[src/rtl/ex_stage.sv]
// -----------------------------------------------------------------------------
// ex_stage
//   Execute stage of the 8-bit accumulator pipeline: the ALU plus the EX/MEM
//   register. Single-cycle ops register their result one edge after capture.
//   MUL runs an iterative shift-add engine for MUL_CYCLES edges. During that
//   time `stall` is high and the outputs carry a bubble.
//
// Ports
//   clk, rst          rising-edge clock, asynchronous active-high reset
//   in_opcode/dest    decoded instruction from ID/EX
//   in_imm            immediate operand
//   in_reg_val        register operand
//   in_acc_val        accumulator operand
//   in_reg_write      register write enable from ID/EX
//   in_mem_write      memory write enable from ID/EX
//   in_flush          synchronous squash of this stage (aborts a running MUL)
//   out_*             EX/MEM register contents toward the MEM stage
//   out_zero/carry    flags; they update only on LDI..MUL
//   stall             registered busy indication while the multiplier runs
// -----------------------------------------------------------------------------
module ex_stage #(
  parameter int MUL_CYCLES = 8  // must equal the 8-bit data width
) (
  input  logic       clk,
  input  logic       rst,
  input  logic [2:0] in_opcode,
  input  logic [4:0] in_dest,
  input  logic [7:0] in_imm,
  input  logic [7:0] in_reg_val,
  input  logic [7:0] in_acc_val,
  input  logic       in_reg_write,
  input  logic       in_mem_write,
  input  logic       in_flush,
  output logic [2:0] out_opcode,
  output logic [4:0] out_dest,
  output logic [7:0] out_result,
  output logic [7:0] out_store_data,
  output logic       out_reg_write,
  output logic       out_mem_write,
  output logic       out_zero,
  output logic       out_carry,
  output logic       stall
);

  localparam int CNT_W = $clog2(MUL_CYCLES + 1);

  localparam logic [2:0] OP_NOP = 3'd0;
  localparam logic [2:0] OP_LDI = 3'd1;
  localparam logic [2:0] OP_ADD = 3'd2;
  localparam logic [2:0] OP_SUB = 3'd3;
  localparam logic [2:0] OP_AND = 3'd4;
  localparam logic [2:0] OP_OR  = 3'd5;
  localparam logic [2:0] OP_MUL = 3'd6;
  localparam logic [2:0] OP_ST  = 3'd7;

  typedef enum logic {IDLE = 1'b0, BUSY = 1'b1} state_t;

  state_t           state_q, state_d;
  logic [2:0]       opcode_q, opcode_d;
  logic [4:0]       dest_q, dest_d;
  logic [7:0]       result_q, result_d;
  logic [7:0]       store_data_q, store_data_d;
  logic             reg_write_q, reg_write_d;
  logic             mem_write_q, mem_write_d;
  logic             zero_q, zero_d;
  logic             carry_q, carry_d;
  logic             stall_q, stall_d;
  // Multiplier engine: the multiplicand shifts left and the multiplier
  // shifts right, so the current multiplier bit is always bit 0.
  logic [15:0]      mcand_q, mcand_d;
  logic [7:0]       mplier_q, mplier_d;
  logic [15:0]      product_q, product_d;
  logic [CNT_W-1:0] count_q, count_d;
  // Control of the MUL instruction, restored on its completion edge.
  logic [4:0]       mul_dest_q, mul_dest_d;
  logic             mul_reg_write_q, mul_reg_write_d;
  logic             mul_mem_write_q, mul_mem_write_d;

  logic [8:0]       sum;
  logic [8:0]       diff;
  logic [15:0]      product_step;

  always_comb begin
    // NOTE: every _d starts as its _q, so each branch below only states what
    // changes and no path through the block can infer a latch.
    state_d         = state_q;
    opcode_d        = opcode_q;
    dest_d          = dest_q;
    result_d        = result_q;
    store_data_d    = store_data_q;
    reg_write_d     = reg_write_q;
    mem_write_d     = mem_write_q;
    zero_d          = zero_q;
    carry_d         = carry_q;
    stall_d         = stall_q;
    mcand_d         = mcand_q;
    mplier_d        = mplier_q;
    product_d       = product_q;
    count_d         = count_q;
    mul_dest_d      = mul_dest_q;
    mul_reg_write_d = mul_reg_write_q;
    mul_mem_write_d = mul_mem_write_q;

    sum          = {1'b0, in_acc_val} + {1'b0, in_reg_val};
    // Bit 8 of the 9-bit difference is the borrow (acc < reg).
    diff         = {1'b0, in_acc_val} - {1'b0, in_reg_val};
    product_step = product_q + (mplier_q[0] ? mcand_q : 16'd0);

    case (state_q)
      IDLE: begin
        if (in_flush) begin
          opcode_d    = OP_NOP;
          reg_write_d = 1'b0;
          mem_write_d = 1'b0;
        end else if (in_opcode == OP_MUL) begin
          mcand_d         = {8'd0, in_acc_val};
          mplier_d        = in_reg_val;
          product_d       = '0;
          count_d         = '0;
          mul_dest_d      = in_dest;
          mul_reg_write_d = in_reg_write;
          mul_mem_write_d = in_mem_write;
          opcode_d        = OP_NOP;
          reg_write_d     = 1'b0;
          mem_write_d     = 1'b0;
          stall_d         = 1'b1;
          state_d         = BUSY;
        end else begin
          opcode_d    = in_opcode;
          dest_d      = in_dest;
          reg_write_d = in_reg_write;
          mem_write_d = in_mem_write;
          case (in_opcode)
            OP_NOP: result_d = 8'd0;
            OP_LDI: begin
              result_d = in_imm;
              zero_d   = (in_imm == 8'd0);
              carry_d  = 1'b0;
            end
            OP_ADD: begin
              result_d = sum[7:0];
              zero_d   = (sum[7:0] == 8'd0);
              carry_d  = sum[8];
            end
            OP_SUB: begin
              result_d = diff[7:0];
              zero_d   = (diff[7:0] == 8'd0);
              carry_d  = diff[8];
            end
            OP_AND: begin
              result_d = in_acc_val & in_reg_val;
              zero_d   = ((in_acc_val & in_reg_val) == 8'd0);
              carry_d  = 1'b0;
            end
            OP_OR: begin
              result_d = in_acc_val | in_reg_val;
              zero_d   = ((in_acc_val | in_reg_val) == 8'd0);
              carry_d  = 1'b0;
            end
            OP_ST: begin
              result_d     = 8'd0;
              store_data_d = in_acc_val;
            end
            default: result_d = 8'd0;  // OP_MUL is handled above
          endcase
        end
      end

      BUSY: begin
        if (in_flush) begin
          // Abort: the partial product is discarded, flags are untouched.
          opcode_d    = OP_NOP;
          reg_write_d = 1'b0;
          mem_write_d = 1'b0;
          product_d   = '0;
          count_d     = '0;
          stall_d     = 1'b0;
          state_d     = IDLE;
        end else begin
          product_d = product_step;
          mcand_d   = mcand_q << 1;
          mplier_d  = mplier_q >> 1;
          count_d   = count_q + 1'b1;
          if (count_q == CNT_W'(MUL_CYCLES - 1)) begin
            opcode_d    = OP_MUL;
            dest_d      = mul_dest_q;
            reg_write_d = mul_reg_write_q;
            mem_write_d = mul_mem_write_q;
            result_d    = product_step[7:0];
            zero_d      = (product_step[7:0] == 8'd0);
            carry_d     = |product_step[15:8];
            stall_d     = 1'b0;
            state_d     = IDLE;
          end
        end
      end

      default: state_d = IDLE;
    endcase
  end

  // NOTE: the multiplier datapath registers are reset along with the outputs,
  // so a reset in the middle of a multiply leaves no partial product behind.
  always_ff @(posedge clk or posedge rst) begin
    if (rst) begin
      state_q         <= IDLE;
      opcode_q        <= '0;
      dest_q          <= '0;
      result_q        <= '0;
      store_data_q    <= '0;
      reg_write_q     <= 1'b0;
      mem_write_q     <= 1'b0;
      zero_q          <= 1'b0;
      carry_q         <= 1'b0;
      stall_q         <= 1'b0;
      mcand_q         <= '0;
      mplier_q        <= '0;
      product_q       <= '0;
      count_q         <= '0;
      mul_dest_q      <= '0;
      mul_reg_write_q <= 1'b0;
      mul_mem_write_q <= 1'b0;
    end else begin
      // NOTE: non-blocking assignments let every flop sample the values from
      // before the edge, regardless of statement order.
      state_q         <= state_d;
      opcode_q        <= opcode_d;
      dest_q          <= dest_d;
      result_q        <= result_d;
      store_data_q    <= store_data_d;
      reg_write_q     <= reg_write_d;
      mem_write_q     <= mem_write_d;
      zero_q          <= zero_d;
      carry_q         <= carry_d;
      stall_q         <= stall_d;
      mcand_q         <= mcand_d;
      mplier_q        <= mplier_d;
      product_q       <= product_d;
      count_q         <= count_d;
      mul_dest_q      <= mul_dest_d;
      mul_reg_write_q <= mul_reg_write_d;
      mul_mem_write_q <= mul_mem_write_d;
    end
  end

  assign out_opcode     = opcode_q;
  assign out_dest       = dest_q;
  assign out_result     = result_q;
  assign out_store_data = store_data_q;
  assign out_reg_write  = reg_write_q;
  assign out_mem_write  = mem_write_q;
  assign out_zero       = zero_q;
  assign out_carry      = carry_q;
  assign stall          = stall_q;

endmodule

[config.mk]
export PLATFORM = sky130hd
export DESIGN_NAME = ex_stage
export DESIGN_NICKNAME = d
export VERILOG_FILES = /design/src/rtl/ex_stage.sv
export SDC_FILE = /design/constraint.sdc
export NUM_CORES = 1
export LEC_CHECK = 0
export BUFFER_PORTS_ARGS = -buffer_cell sky130_fd_sc_hd__clkbuf_2
export CAP_MARGIN = 10
export CORE_UTILIZATION = 34
export CTS_CLUSTER_SIZE = 10
export DETAILED_ROUTE_END_ITERATION = 8
export GPL_ROUTABILITY_DRIVEN = 0
export PLACE_DENSITY_LB_ADDON = 0.2
export RECOVER_POWER = 100
export SLEW_MARGIN = 20
export SYNTH_ARGS = -nofsm -noshare
export SYNTH_HDL_FRONTEND = slang
export SYNTH_SLANG_ARGS = --single-unit
[constraint.sdc]
create_clock -name clk -period 8.16 [get_ports clk]
set_clock_uncertainty 0.1 [all_clocks]
set_input_delay 1.632 -clock clk [delete_from_list [all_inputs] [get_ports clk]]
set_output_delay 1.632 -clock clk [all_outputs]
set_load 0.05 [all_outputs]
# Word-level counts from Yosys, hierarchy flattened
# Index checks and enable logic that the tools add are counted.
[totals] mem_count=0 regBits=81 elab_cells=123 latchBits=0 rom_bits=0 in_bits=37 ramBits=0 out_inout_bits=29
[classes] mul=0 n_div=0 reduce_logical=16 n_mux=65 eq_ne=16 n_shift=0 add_sub_neg=4 n_bitwise=5 magnitude_cmp=0
[op_table] op="two-way mux 16 bit" n=7
[op_table] op="one-hot mux 16 bit (2 select lines)" n=2
[op_table] op="two-way mux 8 bit" n=7
[op_table] op="logical NOT 8 bit" n=6
[op_table] op="one-hot mux 8 bit (5 select lines)" n=1
[op_table] op="one-hot mux 8 bit (2 select lines)" n=2
[op_table] op="two-way mux 1 bit" n=24
[op_table] op="two-way mux 5 bit" n=4
[op_table] op="adder 16 bit" n=1
[op_table] op="equality test 3 bit (second input constant)" n=4
[op_table] op="two-way mux 3 bit" n=4
[op_table] op="two-way mux 4 bit" n=3
[op_table] op="one-hot mux 1 bit (2 select lines)" n=6
[op_table] op="one-hot mux 5 bit (2 select lines)" n=1
[op_table] op="AND reduction 5 bit" n=2
[op_table] op="adder 8 x 8 -> 9 bit" n=1
[op_table] op="AND reduction 3 bit" n=3
[op_table] op="subtractor 8 x 8 -> 9 bit" n=1
[op_table] op="bitwise AND 8 bit" n=1
[op_table] op="!= test 2 bit (second input constant)" n=4
[op_table] op="OR 8 bit" n=1
[op_table] op="one-hot mux 4 bit (2 select lines)" n=1
[op_table] op="AND reduction 4 bit" n=2
[op_table] op="OR reduction 8 bit" n=1
[op_table] op="14 further kinds" n=17

# Depth between registers and ports, before layout
[logic_depth] word_depth=6 depth_mapped=11

# Worst setup path before layout
# OpenSTA, ideal clock, no wires.
[synth_timing] kind="input port to flip-flop" from="in in_reg_val[3]" to="reg zero_q, in the netlist out_zero" setup_slack_ns=4.197 t_arrival_ns=3.793 setup_ns=0.069 cell_stages=11 path_cell_list="inv_1 > ha_1 > clkbuf_1 > nor3_1 > a2111oi_0 > o21bai_1 > a21oi_1 > mux2_2 > nor4_1 > o21ai_0 > nand3_1"
[synth_between] elab_chain_len=6 word_cells_on_any_way=12 cone_classes="add/sub: 2; mux: 4; bitwise: 2; reduce/logical: 4"
[synth_lines] item="start, declared" line_no="29" text="input logic [7:0] in_reg_val,"
[synth_lines] item="subtractor 8 x 8 -> 9 bit, or another cell as far along" line_no="106" text="diff = {1'b0, in_acc_val} - {1'b0, in_reg_val};"
[synth_lines] item="logical NOT 8 bit (on tied branches)"
[synth_lines] item="one-hot mux 1 bit (5 select lines) *" line_no="133" text="case (in_opcode)"
[synth_lines] item="two-way mux 1 bit *" line_no="115" text="end else if (in_opcode == OP_MUL) begin"
[synth_lines] item="two-way mux 1 bit *" line_no="111" text="if (in_flush) begin"
[synth_lines] item="one-hot mux 1 bit (2 select lines) *" line_no="109" text="case (state_q)"
[synth_lines] item="end signal, assigned" line_no="233" text="zero_q <= zero_d;"
[synth_lines] item="end, declared" line_no="65" text="logic zero_q, zero_d;"
# Mark *: on every way between the ends. The rest lies on a longest branch, timed or not. The select of a mux whose other input is x is not followed.
# A chain may end at the register's enable or synchronous reset.

# Worst setup path after layout
[layout_timing] from="in in_opcode[0]" to="reg zero_q, in the netlist out_zero"
[layout_between] elab_chain_len=5 word_cells_on_any_way=13 cone_classes="eq/ne: 8; mux: 4; reduce/logical: 1"
[layout_lines] item="start, declared" line_no="26" text="input logic [2:0] in_opcode,"
[layout_lines] item="equality test 3 bit, or another cell as far along" line_no="133"
[layout_lines] item="one-hot mux 1 bit (5 select lines)" line_no="133"
[layout_lines] item="two-way mux 1 bit" line_no="115"
[layout_lines] item="two-way mux 1 bit" line_no="111"
[layout_lines] item="one-hot mux 1 bit (2 select lines)" line_no="109"
# Parallel ways exist; a longest one is shown, timed or not. The select of a mux whose other input is x is not followed.

==> reports/metrics.yaml <==
synth:
  yosysMostFrequentCell: "dfrtp_1"
  yosysSeqAreaShare: 0.382
  synth_cell_types: 51
  ys_seq_elements: 81
  synth_top_area_share: 0.382
  netlist_area_mm2: 0.00531
  avgSynthCellArea_um2: 8.95
  synth_ff_type: "dfrtp_1"
  yosys.area.top_type: "dfrtp_1"
  yosysWarningCount: 0
  synth_edf_count: 0
  synthTopCellsByCount: "81 x dfrtp_1, 73 x nand2_1, 46 x o21ai_0, 40 x ha_1, 39 x nor2_1"
  synthTopCellsByArea: "dfrtp_1 38%, ha_1 9.4%, nand2_1 5.2%"
  synthCells: 593
  ys_async_sr_fraction: 1.00
  synth_nets: 673
cells_and_area:
  nets: 722
  final_cell_area_mm2: 0.00605
  num_antenna_cells: 0
  drive_above_1_share: 0.0974
  fin_util: 0.398
  area_delta_synth_final_pct: 14.0
setup_path:
  cp_slowest_cell: "clkbuf_1"
  worst-path-buf-inv: 1
  cp.required_ns: 8.35
  crit_family: "simple AND/OR/NAND/NOR gates"
  worstSetupPathType: "in -> reg"
  endpoint_kind: "flip-flop"
  arrival_ns: 4.82
  cp_common_cell: "or4_1"
  critPathMaxStageDelay_ns: 1.10
  cp_cell_sequence: "clkbuf_1 -> o31ai_1 -> or3_1 -> a31oi_1 -> nand2_1 -> or4_1 -> or4_1 -> nand3_1"
  start_kind: "input pin"
  path_max_fanout: 39
cts:
  numCtsBuffers: 9
  insertion_delay_ns: 0.35
  tritoncts: "done"
  post_cts_resized: 0
  htreeDepth: 3
  clock_sinks: 81
  cts.hold.buffers_added: 0
  cts-root-buf: "clkbuf_16"
  cts_setup_buffers: 0
  clkTransAtPathRegs_ns: 0.06
  clk_path_buf_depth: 2
sta:
  tns_ns: 0
  max_clock_freq_mhz: 216
  worstMarginPinSlew_ns: 1.55
  rsz0062_at_grt: "no"
  relSlewSlack: -0.0357
  fin_crit_sh: 0.567
  setup_viol: 0
  drv_slew: 40
  setup_ws_ns: 3.53
  min_period_ns: 4.63
  hold_viol: 0
pwr:
  ir_drop_v: 0.000102
  leakagePower_nw: 2.79
  p_total_mw: 1.30
  power.density_mw_per_mm2: 215
routing:
  first_pass_iters: 6
  detail-route-antenna-nets: 0
  initialDrtViolationCount: 171
  via_count: 4473
  vias_per_cell: 5.36
  route.detailed.drc: 0
  wl_per_cell_um: 17.1
  wirelength_um: 14300
floorplan:
  io_pins: 66
  rows: 45
  core_area_mm2: 0.0152
  dieArea_mm2: 0.0161
  die_w_um: 127
  dieHeight_um: 127
  start_util: 0.349
placed_design:
  post-dp-hpwl_um: 10700
  post_dp_cell_area_mm2: 0.00578
  port_buffers: 65
  dpl_worst_slack_ns: 3.63
global_routing:
  grtUsageTotal: 0.184
  grt_pass1_vias: 4447
  overflow: 0
  antenna_found_initial: 0
  grt_pass1_wl_um: 22900
  grt_start_max_net_pins: 82
status:
  outcome: "complete, but fails checks"
  violations: "max-capacitance violations, max-slew violations"
hold_path:
  hp-class: "reg -> reg"
job:
  maxCapViolCount: 1
routing by layer:
| metal | routed length [um] | GRT usage | vias up |
|---|---|---|---|
| met5 | 0 | 0 | - |
| met4 | 394 | 0.0756 | 0 |
| met3 | 562 | 0.0409 | 24 |
| met2 | 6840 | 0.309 | 101 |
| met1 | 6460 | 0.229 | 2162 |
| li1 | - | - | 2186 |
flip-flops by register name (all words and copies together), names as in the netlist:
name,count
out_store_data,8
state_q,1
out_carry,1
count_q,4
product_q,16
mul_reg_write_q,1
stall,1
mplier_q,8
out_reg_write,1
out_mem_write,1
out_result,8
out_dest,5
out_opcode,3
out_zero,1
mcand_q,16
mul_mem_write_q,1
mul_dest_q,5
metrics by stage:
stage	hold slack [ns]	std cells
after floorplan	0.340	593
after global placement	0.356	819
after detailed placement	0.362	819
after CTS	0.381	835
after global routing	0.398	835
final	0.381	835
final cells by class:
class / instances / area [um2]
inverter: 29 / 110
fill: 1577 / 9150
sequential: 81 / 2030
timing repair buffer: 70 / 320
multi-input combinational: 451 / 3040
tap: 188 / 235
clock buffer: 10 / 229
clock inverter: 6 / 90.1
report_power, final:
group | switching (mW) | internal (mW)
Combinational | 0.244 | 0.109
Clock | 0.170 | 0.270
Sequential | 0.0443 | 0.461
Total | 0.459 | 0.839
logic make-up after synthesis:
group           count (synthesis)  synth area share
flops                          81             0.382
mux                            26            0.0495
compound gates                169             0.209
simple gates                  187             0.166
buf+inv                        61            0.0455
xor+xnor                       26            0.0429
fa+ha+maj                      43             0.106
cell usage in the layout, fill, tap and decap left out, types with 6 or more instances in the layout:
cell,n
a21oi_1,38
nand2b_1,8
nand2_1,73
o21ai_0,46
and2_1,15
nand3_1,13
xnor2_1,18
nor2_1,38
a21o_1,6
o21bai_1,11
xor2_1,8
clkbuf_2,34
ha_1,40
nor3_1,7
inv_1,28
clkbuf_16,9
a22o_1,25
a22oi_1,11
dfrtp_1,80
mux2i_1,24
nor4_1,8
clkbuf_1,34
path summary, 6_finish.rpt:
kind / end / slack [ns] / cells past startpoint / startpoint
max: out_zero$_DFFE_PP0P_ / 3.53 / 8 / in_opcode[0]
min: mul_dest_q[4]$_DFFE_PP0P_ / 0.38 / 2 / mul_dest_q[4]$_DFFE_PP0P_
max reg2reg: out_carry$_DFFE_PP0P_ / 4.54 / 11 / mplier_q[0]$_DFFE_PP0P_
min reg2reg: mul_dest_q[4]$_DFFE_PP0P_ / 0.38 / 2 / mul_dest_q[4]$_DFFE_PP0P_
max in group asynchronous: state_q$_DFF_PP0_ / 6.04 / 3 / rst
min in group asynchronous: mcand_q[9]$_DFFE_PP0P_ / 1.40 / 3 / rst
worst register-to-register path, delay by kind of cell, from the launching register on:
kind | cells | cell delay, ns
AO/OA/AOI/OAI | 5 | 1.08
XOR/XNOR | 1 | 0.11
adder cells (fa/ha/maj) | 2 | 0.62
flip-flops | 1 | 0.54
AND/OR/NAND/NOR | 3 | 1.02
Power figures use the tool's default switching activity.
